File: src/rtl/otbn_pq_ntt_sequencer.sv
// otbn_pq_ntt_sequencer: walks every NTT layer for N = 2^log_n and emits one
// butterfly command (idx0, idx1, twiddle index, CT/GS op) per handshake.
// Ports: clk_i/rst_i (async, active high); start_i/inverse_i/log_n_i request;
//   abort_i cancels. busy_o, done_o and err_o report status. bfly_valid_o,
//   bfly_ready_i, bfly_idx0_o, bfly_idx1_o, bfly_tw_idx_o and bfly_inv_o form
//   the command; layer_o and layer_last_o give layer position.
// Optional macro OTBN_PQ_SEQ_SCALE_EN adds bfly_scale_o and a Scale pass of
//   N commands after the last inverse (GS) layer.
module otbn_pq_ntt_sequencer #(
  parameter int LogNMax = 8,
  parameter int LayerW  = 4
) (
  input  logic               clk_i,
  input  logic               rst_i,
  input  logic               start_i,
  input  logic               inverse_i,
  input  logic [LayerW-1:0]  log_n_i,
  input  logic               abort_i,
  output logic               busy_o,
  output logic               done_o,
  output logic               err_o,
  output logic               bfly_valid_o,
  input  logic               bfly_ready_i,
  output logic [LogNMax-1:0] bfly_idx0_o,
  output logic [LogNMax-1:0] bfly_idx1_o,
  output logic [LogNMax-1:0] bfly_tw_idx_o,
  output logic               bfly_inv_o,
`ifdef OTBN_PQ_SEQ_SCALE_EN
  output logic               bfly_scale_o,
`endif
  output logic [LayerW-1:0]  layer_o,
  output logic               layer_last_o
);

  // One spare bit so that 2*len == N is representable.
  localparam int CW = LogNMax + 1;

  typedef enum logic [1:0] {
    StIdle,
    StRun,
`ifdef OTBN_PQ_SEQ_SCALE_EN
    StScale,
`endif
    StFin
  } state_e;

  state_e            state_q, state_d;
  logic              inv_q, inv_d;
  logic              err_q, err_d;
  logic [LayerW-1:0] log_n_q, log_n_d;
  logic [LayerW-1:0] layer_q, layer_d;
  logic [CW-1:0]     n_q, n_d;
  logic [CW-1:0]     len_q, len_d;
  logic [CW-1:0]     tw_q, tw_d;
  logic [CW-1:0]     grp_q, grp_d;
  logic [CW-1:0]     j_q, j_d;

  logic in_run, in_scale, hs, legal;
  logic grp_end, lay_end, last_layer;

  assign in_run = (state_q == StRun);
`ifdef OTBN_PQ_SEQ_SCALE_EN
  assign in_scale = (state_q == StScale);
`else
  assign in_scale = 1'b0;
`endif

  assign hs    = bfly_valid_o && bfly_ready_i;
  assign legal = (log_n_i >= LayerW'(1)) &&
                 (log_n_i <= LayerW'(LogNMax));

  assign grp_end    = (j_q == len_q - CW'(1));
  assign lay_end    = grp_end && ((grp_q + (len_q << 1)) == n_q);
  assign last_layer = (layer_q == log_n_q - LayerW'(1));

  always_comb begin
    state_d = state_q;
    inv_d   = inv_q;
    err_d   = err_q;
    log_n_d = log_n_q;
    layer_d = layer_q;
    n_d     = n_q;
    len_d   = len_q;
    tw_d    = tw_q;
    grp_d   = grp_q;
    j_d     = j_q;

    unique case (state_q)
      StIdle: begin
        if (start_i) begin
          if (legal) begin
            state_d = StRun;
            err_d   = 1'b0;
            inv_d   = inverse_i;
            log_n_d = log_n_i;
            n_d     = CW'(1) << log_n_i;
            grp_d   = '0;
            j_d     = '0;
            layer_d = '0;
            if (inverse_i) begin
              len_d = CW'(1);
              tw_d  = (CW'(1) << log_n_i) - CW'(1);
            end else begin
              len_d = CW'(1) << (log_n_i - LayerW'(1));
              tw_d  = CW'(1);
            end
          end else begin
            state_d = StFin;
            err_d   = 1'b1;
          end
        end
      end
      StRun: begin
        if (hs) begin
          if (grp_end) begin
            j_d  = '0;
            tw_d = inv_q ? tw_q - CW'(1) : tw_q + CW'(1);
            if (lay_end) begin
              grp_d   = '0;
              layer_d = layer_q + LayerW'(1);
              len_d   = inv_q ? len_q << 1 : len_q >> 1;
              if (last_layer) begin
`ifdef OTBN_PQ_SEQ_SCALE_EN
                state_d = inv_q ? StScale : StFin;
`else
                state_d = StFin;
`endif
              end
            end else begin
              grp_d = grp_q + (len_q << 1);
            end
          end else begin
            j_d = j_q + CW'(1);
          end
        end
      end
`ifdef OTBN_PQ_SEQ_SCALE_EN
      // j_q walks 0..N-1; layer_q already equals log_n here.
      StScale: begin
        if (hs) begin
          if (j_q == n_q - CW'(1)) state_d = StFin;
          else j_d = j_q + CW'(1);
        end
      end
`endif
      StFin: begin
        state_d = StIdle;
        err_d   = 1'b0;
      end
      default: state_d = StIdle;
    endcase

    // Abort beats handshake and start.
    if (abort_i) begin
      state_d = StIdle;
      err_d   = 1'b0;
    end
  end

  always_ff @(posedge clk_i or posedge rst_i) begin
    if (rst_i) begin
      state_q <= StIdle;
      inv_q   <= 1'b0;
      err_q   <= 1'b0;
      log_n_q <= '0;
      layer_q <= '0;
      n_q     <= '0;
      len_q   <= '0;
      tw_q    <= '0;
      grp_q   <= '0;
      j_q     <= '0;
    end else begin
      state_q <= state_d;
      inv_q   <= inv_d;
      err_q   <= err_d;
      log_n_q <= log_n_d;
      layer_q <= layer_d;
      n_q     <= n_d;
      len_q   <= len_d;
      tw_q    <= tw_d;
      grp_q   <= grp_d;
      j_q     <= j_d;
    end
  end

  assign busy_o       = in_run || in_scale;
  assign done_o       = (state_q == StFin);
  assign err_o        = (state_q == StFin) && err_q;
  assign bfly_valid_o = in_run || in_scale;
  assign bfly_inv_o   = bfly_valid_o && inv_q;
  assign layer_o      = bfly_valid_o ? layer_q : '0;

  // Command fields are forced to zero outside Run/Scale.
  always_comb begin
    bfly_idx0_o   = '0;
    bfly_idx1_o   = '0;
    bfly_tw_idx_o = '0;
    layer_last_o  = 1'b0;
    if (in_run) begin
      bfly_idx0_o   = LogNMax'(grp_q + j_q);
      bfly_idx1_o   = LogNMax'(grp_q + j_q + len_q);
      bfly_tw_idx_o = LogNMax'(tw_q);
      layer_last_o  = lay_end;
    end else if (in_scale) begin
      bfly_idx0_o  = LogNMax'(j_q);
      bfly_idx1_o  = LogNMax'(j_q);
      layer_last_o = (j_q == n_q - CW'(1));
    end
  end

`ifdef OTBN_PQ_SEQ_SCALE_EN
  assign bfly_scale_o = in_scale;
`endif

endmodule

File: config.mk
export PLATFORM = sky130hd
export DESIGN_NAME = otbn_pq_ntt_sequencer
export DESIGN_NICKNAME = d
export VERILOG_FILES = /design/src/rtl/otbn_pq_ntt_sequencer.sv
export SDC_FILE = /design/constraint.sdc
export NUM_CORES = 1
export LEC_CHECK = 0
export BUFFER_PORTS_ARGS = -buffer_cell sky130_fd_sc_hd__buf_2
export CAP_MARGIN = 20
export CORE_ASPECT_RATIO = 1.25
export CORE_MARGIN = 8
export CORE_UTILIZATION = 56
export CTS_BUF_LIST = sky130_fd_sc_hd__clkbuf_2
export CTS_CLUSTER_SIZE = 24
export DETAILED_ROUTE_END_ITERATION = 10
export GPL_TIMING_DRIVEN = 1
export PLACE_DENSITY_LB_ADDON = 0.12
export SETUP_SLACK_MARGIN = 0.2
export SLEW_MARGIN = 20
export SYNTH_ARGS = -nofsm -noshare
export SYNTH_HDL_FRONTEND = slang
export SYNTH_SLANG_ARGS = --single-unit
File: constraint.sdc
create_clock -name clk_i -period 2.9 [get_ports clk_i]
set_input_delay 0.435 -clock clk_i [delete_from_list [all_inputs] [get_ports clk_i]]
set_output_delay 0.435 -clock clk_i [all_outputs]
set_load 0.005 [all_outputs]
* Yosys cells after proc, flatten, opt, wreduce, memory -nomap -nowiden *
Index checks and enable logic that the tools add are counted.

operators by class
  add/subtract/negate cells = 11
  magnitude comparators = 2
  equal/unequal tests = 15
  shifts and indexed selects = 2
  mux-type cells = 47
  reduce and logical (&&, ||, !) cells = 14

operator list
  operator                                                                              number
  9-bit 2-to-1 mux                                                                      20
  9-bit case mux with 2 select lines                                                    4
  4-bit 2-to-1 mux                                                                      6
  8-bit 2-to-1 mux                                                                      3
  9-bit by 1-bit adder with 9-bit output (second input constant)                        2
  9-bit equality test                                                                   2
  1-bit by 4-bit << shifter with 9-bit output (first input constant)                    2
  9-bit by 1-bit subtractor with 9-bit output (second input constant)                   2
  8-bit adder                                                                           2
  2-bit 2-to-1 mux                                                                      7
  3-bit by 2-bit != test with 1-bit output (second input constant)                      4
  5-bit AND reduction                                                                   2
  9-bit adder                                                                           1
  9-bit by 2-bit subtractor with 9-bit output (second input constant)                   1
  4-bit case mux with 2 select lines                                                    1
  4-bit by 1-bit subtractor with 4-bit output (second input constant)                   2
  2-bit by 1-bit != test with 1-bit output (second input constant)                      3
  6-bit AND reduction                                                                   1
  1-bit logical AND                                                                     5
  4-bit by 1-bit adder with 4-bit output (second input constant)                        1
  4-bit equality test                                                                   1
  4-bit by 1-bit greater-or-equal comparator with 1-bit output (second input constant)  1
  4-bit less-or-equal comparator (second input constant)                                1
  1-bit 2-to-1 mux                                                                      4
  12 further kinds                                                                      13

storage, ports and cells
  flip-flop bits (word level) = 57
  input bits = 10
  output and inout bits = 34
  word-level logic and storage cells = 101

* Longest topological paths before layout *
  depth after elaboration = 8
  gate-level depth with buffers = 13
  depth with buffers taken out = 13

* Worst setup path after synthesis *
Ideal clock, no wire load.

  kind = reg2out
  start = register len_q[1]
  end = output port layer_last_o
  arrival = 2.805 ns
  data required time = 2.465 ns
  path slack = -0.340 ns
  stages on the path, launching flop included = 11
  path buffers = 1
  path through = dfrtp_1 -> inv_1 -> ha_1 -> or3b_4 -> o31a_1 -> a311o_1 -> a21oi_2 -> nand3_4 -> or3_1 -> buf_2 -> nor2_1

between the ends
  longest elaborated chain between the ends = 4
  elaborated cells on any way between the ends = 6
  those cells by class = 2 x add/sub; 2 x eq/ne; 1 x mux; 1 x reduce/logical

ends and longest elaborated chain
  what                                                                        line    RTL
  from (decl)                                                                 53      logic [CW-1:0] len_q, len_d;
  from (signal assigned)                                                      179     len_q <= len_d;
  9-bit by 1-bit subtractor with 9-bit output or 9-bit adder (tied branches)  72, 73
  9-bit equality test (on tied branches)                                      72, 73
  1-bit logical AND *                                                         73      assign lay_end = grp_end && ((grp_q + (len_q << 1)) == n_q);
  1-bit 2-to-1 mux *                                                          199     if (in_run) begin
  to (decl)                                                                   32      output logic layer_last_o

Mark *: on every way between the ends. The rest lies on a longest branch, timed or not.

* Worst setup path after layout *
  start = register grp_q[1]
  end = output port bfly_idx1_o[7]

between the ends
  longest elaborated chain between the ends = 3

ends and longest elaborated chain
  what                      line  RTL
  from (decl)               55    logic [CW-1:0] grp_q, grp_d;
  from (signal assigned)    181   grp_q <= grp_d;
  8-bit adder (2 in a row)  201   bfly_idx1_o = LogNMax'(grp_q + j_q + len_q);
  8-bit 2-to-1 mux          199
  to (decl)                 25    output logic [LogNMax-1:0] bfly_idx1_o,

No other way between the ends.

==> impl_metrics.ini <==
[status]
outcome = finished, violations left
violations = negative setup slack

[critical_path]
endpoint_kind = primary output
critical_path_required_ps = 2470
worstSetupStartpoint = grp_q[1]
start_kind = register
rr_startpoint = len_q[1]
regToRegSetupSlack_ps = -390
r2r_end = state_q[1]
r2r.worst_path.cells = 13
critPathArrivalTime_ps = 3110
worstPathMaxFanout = 3
crit_type = reg2out
crit_path_end = bfly_idx1_o[7]

[route]
ant_nets = 0
wirelength_microns = 13890
wl_per_cell_microns = 18.62
drtIter0Drc = 218
vias = 4474
drtPass1Iterations = 5
drcViolationCount = 0
via_per_inst = 5.997

[power]
p_sw_frac = 0.4195
p_clk_frac = 0.100
seqPwrFrac = 0.261
power.switching_mw = 1.707
cellPowerDensity_nw_per_um2 = 674.6
peakVddDrop_mv = 0.4597
leakage_nw = 2.774
p_int_mw = 2.362
comb_power_share = 0.639

[final_layout]
final_nets = 694
multi_input_area_sq_um = 3396
nFillCells = 608
layout-drive-gt1-share = 0.3272
fin_util = 0.7446
post_layout_nonfiller_instances = 746
seq_area_sq_um = 1379
area_growth_syn_to_layout_pct = 30.62

[timing]
fmax_ghz = 0.2817
maxSlewViolCount = 0
tns_ps = -12450
setup_ws_ps = -649.9
min_period_ps = 3550
finalSetupViolations = 39
final.period_utilization = 1.224
hold_violations = 0
hold_slack_ps = 132.7
rsz0062_at_grt = yes
slew_headroom = 0.5184
tightestPinTransition_ps = 715.8
fin_worst_skew_ps = 39.77

[synthesis]
yosysMostFrequentCell = dfrtp_1
synthArstFlopShare = 1.000
synth.avg_cell_area_sq_um = 8.568
ys_ff_latch = 55
synth_area_leaders = dfrtp_1 30%, ha_1 8.9%, xnor2_1 6.8%, a21oi_1 3.9%, nor2_1 3.4%
syn-num-nets = 586
synth_area_sq_um = 4618
syn_inst = 539
synth_cell_type_count = 69
synth_edf_count = 0
ys.flop_type = dfrtp_1
yosysWarningCount = 0
yosysSeqAreaShare = 0.2980
ys_top_cells_by_count = 55 x dfrtp_1, 42 x nor2_1, 39 x nand2_1
netlist.top_cell.by_area = dfrtp_1
synth.top_cell.area_share = 0.2980

[place]
post-place-ws_ps = -71.43
port_buffers = 43
placed_cells = 704
globalplace.congestion = 0.8777
dp_hpwl_microns = 9676

[floorplan]
rows = 37
core_area_sq_um = 8102
io_pins = 44
start_util = 0.5700
dieHeight_microns = 117.5
die-area_sq_um = 11430
fp.dieW_microns = 97.23

[cts]
cts.clk_slew.worst_paths_ps = 320
clock_latency_ps = 500
cts_made_buffers = 5
h-tree-depth = 2
cts_buffer_depth = 2
cts_tree = done
cts_sinks = 55
cts_root_buf = clkbuf_2

[hold_path]
min_path_type = in2reg
min_path_cells = 2

[global_routing]
antenna_found_initial = 1
grt_pass1_wl_microns = 21770
grt_usage = 0.2283
grt_max_degree = 40
grt-ovfl-total = 0
first_global_vias = 4468

[run]
maxCapViolations = 0
power by group through the flow:
stage	sequential [mW]	clock [mW]	combinational (mW)
finish	1.06	0.406	2.60
global route	1.08	0.441	2.82
CTS	1.06	0.406	2.36
detailed placement	1.08	0	2.14
global placement	1.07	0	2.08
floorplan	1.04	0	1.52
per-layer routing:
layer  global-route usage  part of all wire  up-vias
met5                    0                 0        -
met4               0.1130             0.038        0
met3              0.04287             0.038       35
met2               0.4173              0.53      130
met1               0.2434              0.39     2158
li1                     -                 -     2151
logic make-up after synthesis:
kind of cell               count (synthesis)  share of synthesized area
and+or+nand+nor                          181                     0.2059
AOI/OAI and AO/OA                        152                     0.2203
DFF                                       55                     0.2980
xor gates and xnor gates                  52                    0.09862
buffers and inverters                     50                    0.04362
adders and majority gates                 37                     0.1067
muxes                                     11                    0.02601
other                                      1                  0.0008120
worst min-delay path by stage:
stage	start	to	slack [ps]
final	abort_i	state_q[1]	130
after global routing	abort_i	state_q[1]	90
after CTS	abort_i	state_q[1]	100
after detailed placement	n_q[5]	n_q[5]	490
after global placement	n_q[5]	n_q[5]	480
after floorplan	n_q[5]	n_q[5]	460
flip-flops by register name, summed over array words and instances (netlist names), 2 cells and up:
signal	flops
j_q	9
len_q	9
n_q	9
grp_q	8
tw_q	8
layer_q	4
log_n_q	4
state_q	2
cell usage in the layout, fill, tap and decap left out, drive strengths merged, types with 6 or more instances in the layout:
master   synthesis  final
a22o             6      6
buf              5    125
or3              7      7
xor2            16     16
o21a             6      6
nor2            43     43
mux2             8      8
dfrtp           55     55
xnor2           36     36
a31oi            6      6
nor3            12     12
ha              33     33
a21oi           38     38
o21ai           38     38
nand2           41     41
a2bb2oi          7      7
clkbuf          21      6
nand2b           9      9
inv             23     23
nand3           13     13
and2            21     21
o31ai            7      7
nor2b            9      9
a21o             7      7
cell type report:
class	count	share of cell area
multi-input cells	434	0.5630
repair buffers	127	0.1612
clock buffers	5	0.004149
flip-flops and latches	55	0.2286
well taps	97	0.02012
diodes	1	0.0004149
clock inverters	3	0.007260
inverters	24	0.01535
what timing repair did:
item,CTS,global route
hold buffers,1,0
hold endpoints to repair,23,0
setup buffers,15,15
pin swaps,25,25
setup endpoints to repair,43,50
gates cloned,1,1
gates resized for setup,41,47
stage by stage:
step / total power, mW / instance area [sq um]
after detailed placement: 3.213 / 5306
after floorplan: 2.565 / 4706
final: 4.069 / 6032
after global placement: 3.145 / 5306
after global routing: 4.342 / 6032
after CTS: 3.826 / 5677
worst max-delay path, stage by stage, from the launching register on:
cell and delay [ps]:
dfrtp_1 480, inv_2 60, fa_2 390, nor2b_1 190, o21ai_1 100, nand2b_1 120
a21o_1 140, a21oi_2 70, xnor2_2 140, ha_1 330, a21oi_1 160, o21ai_1 90
xnor2_1 130, nor2_1 100, buf_2 120
(Power assumes the default switching activity.)
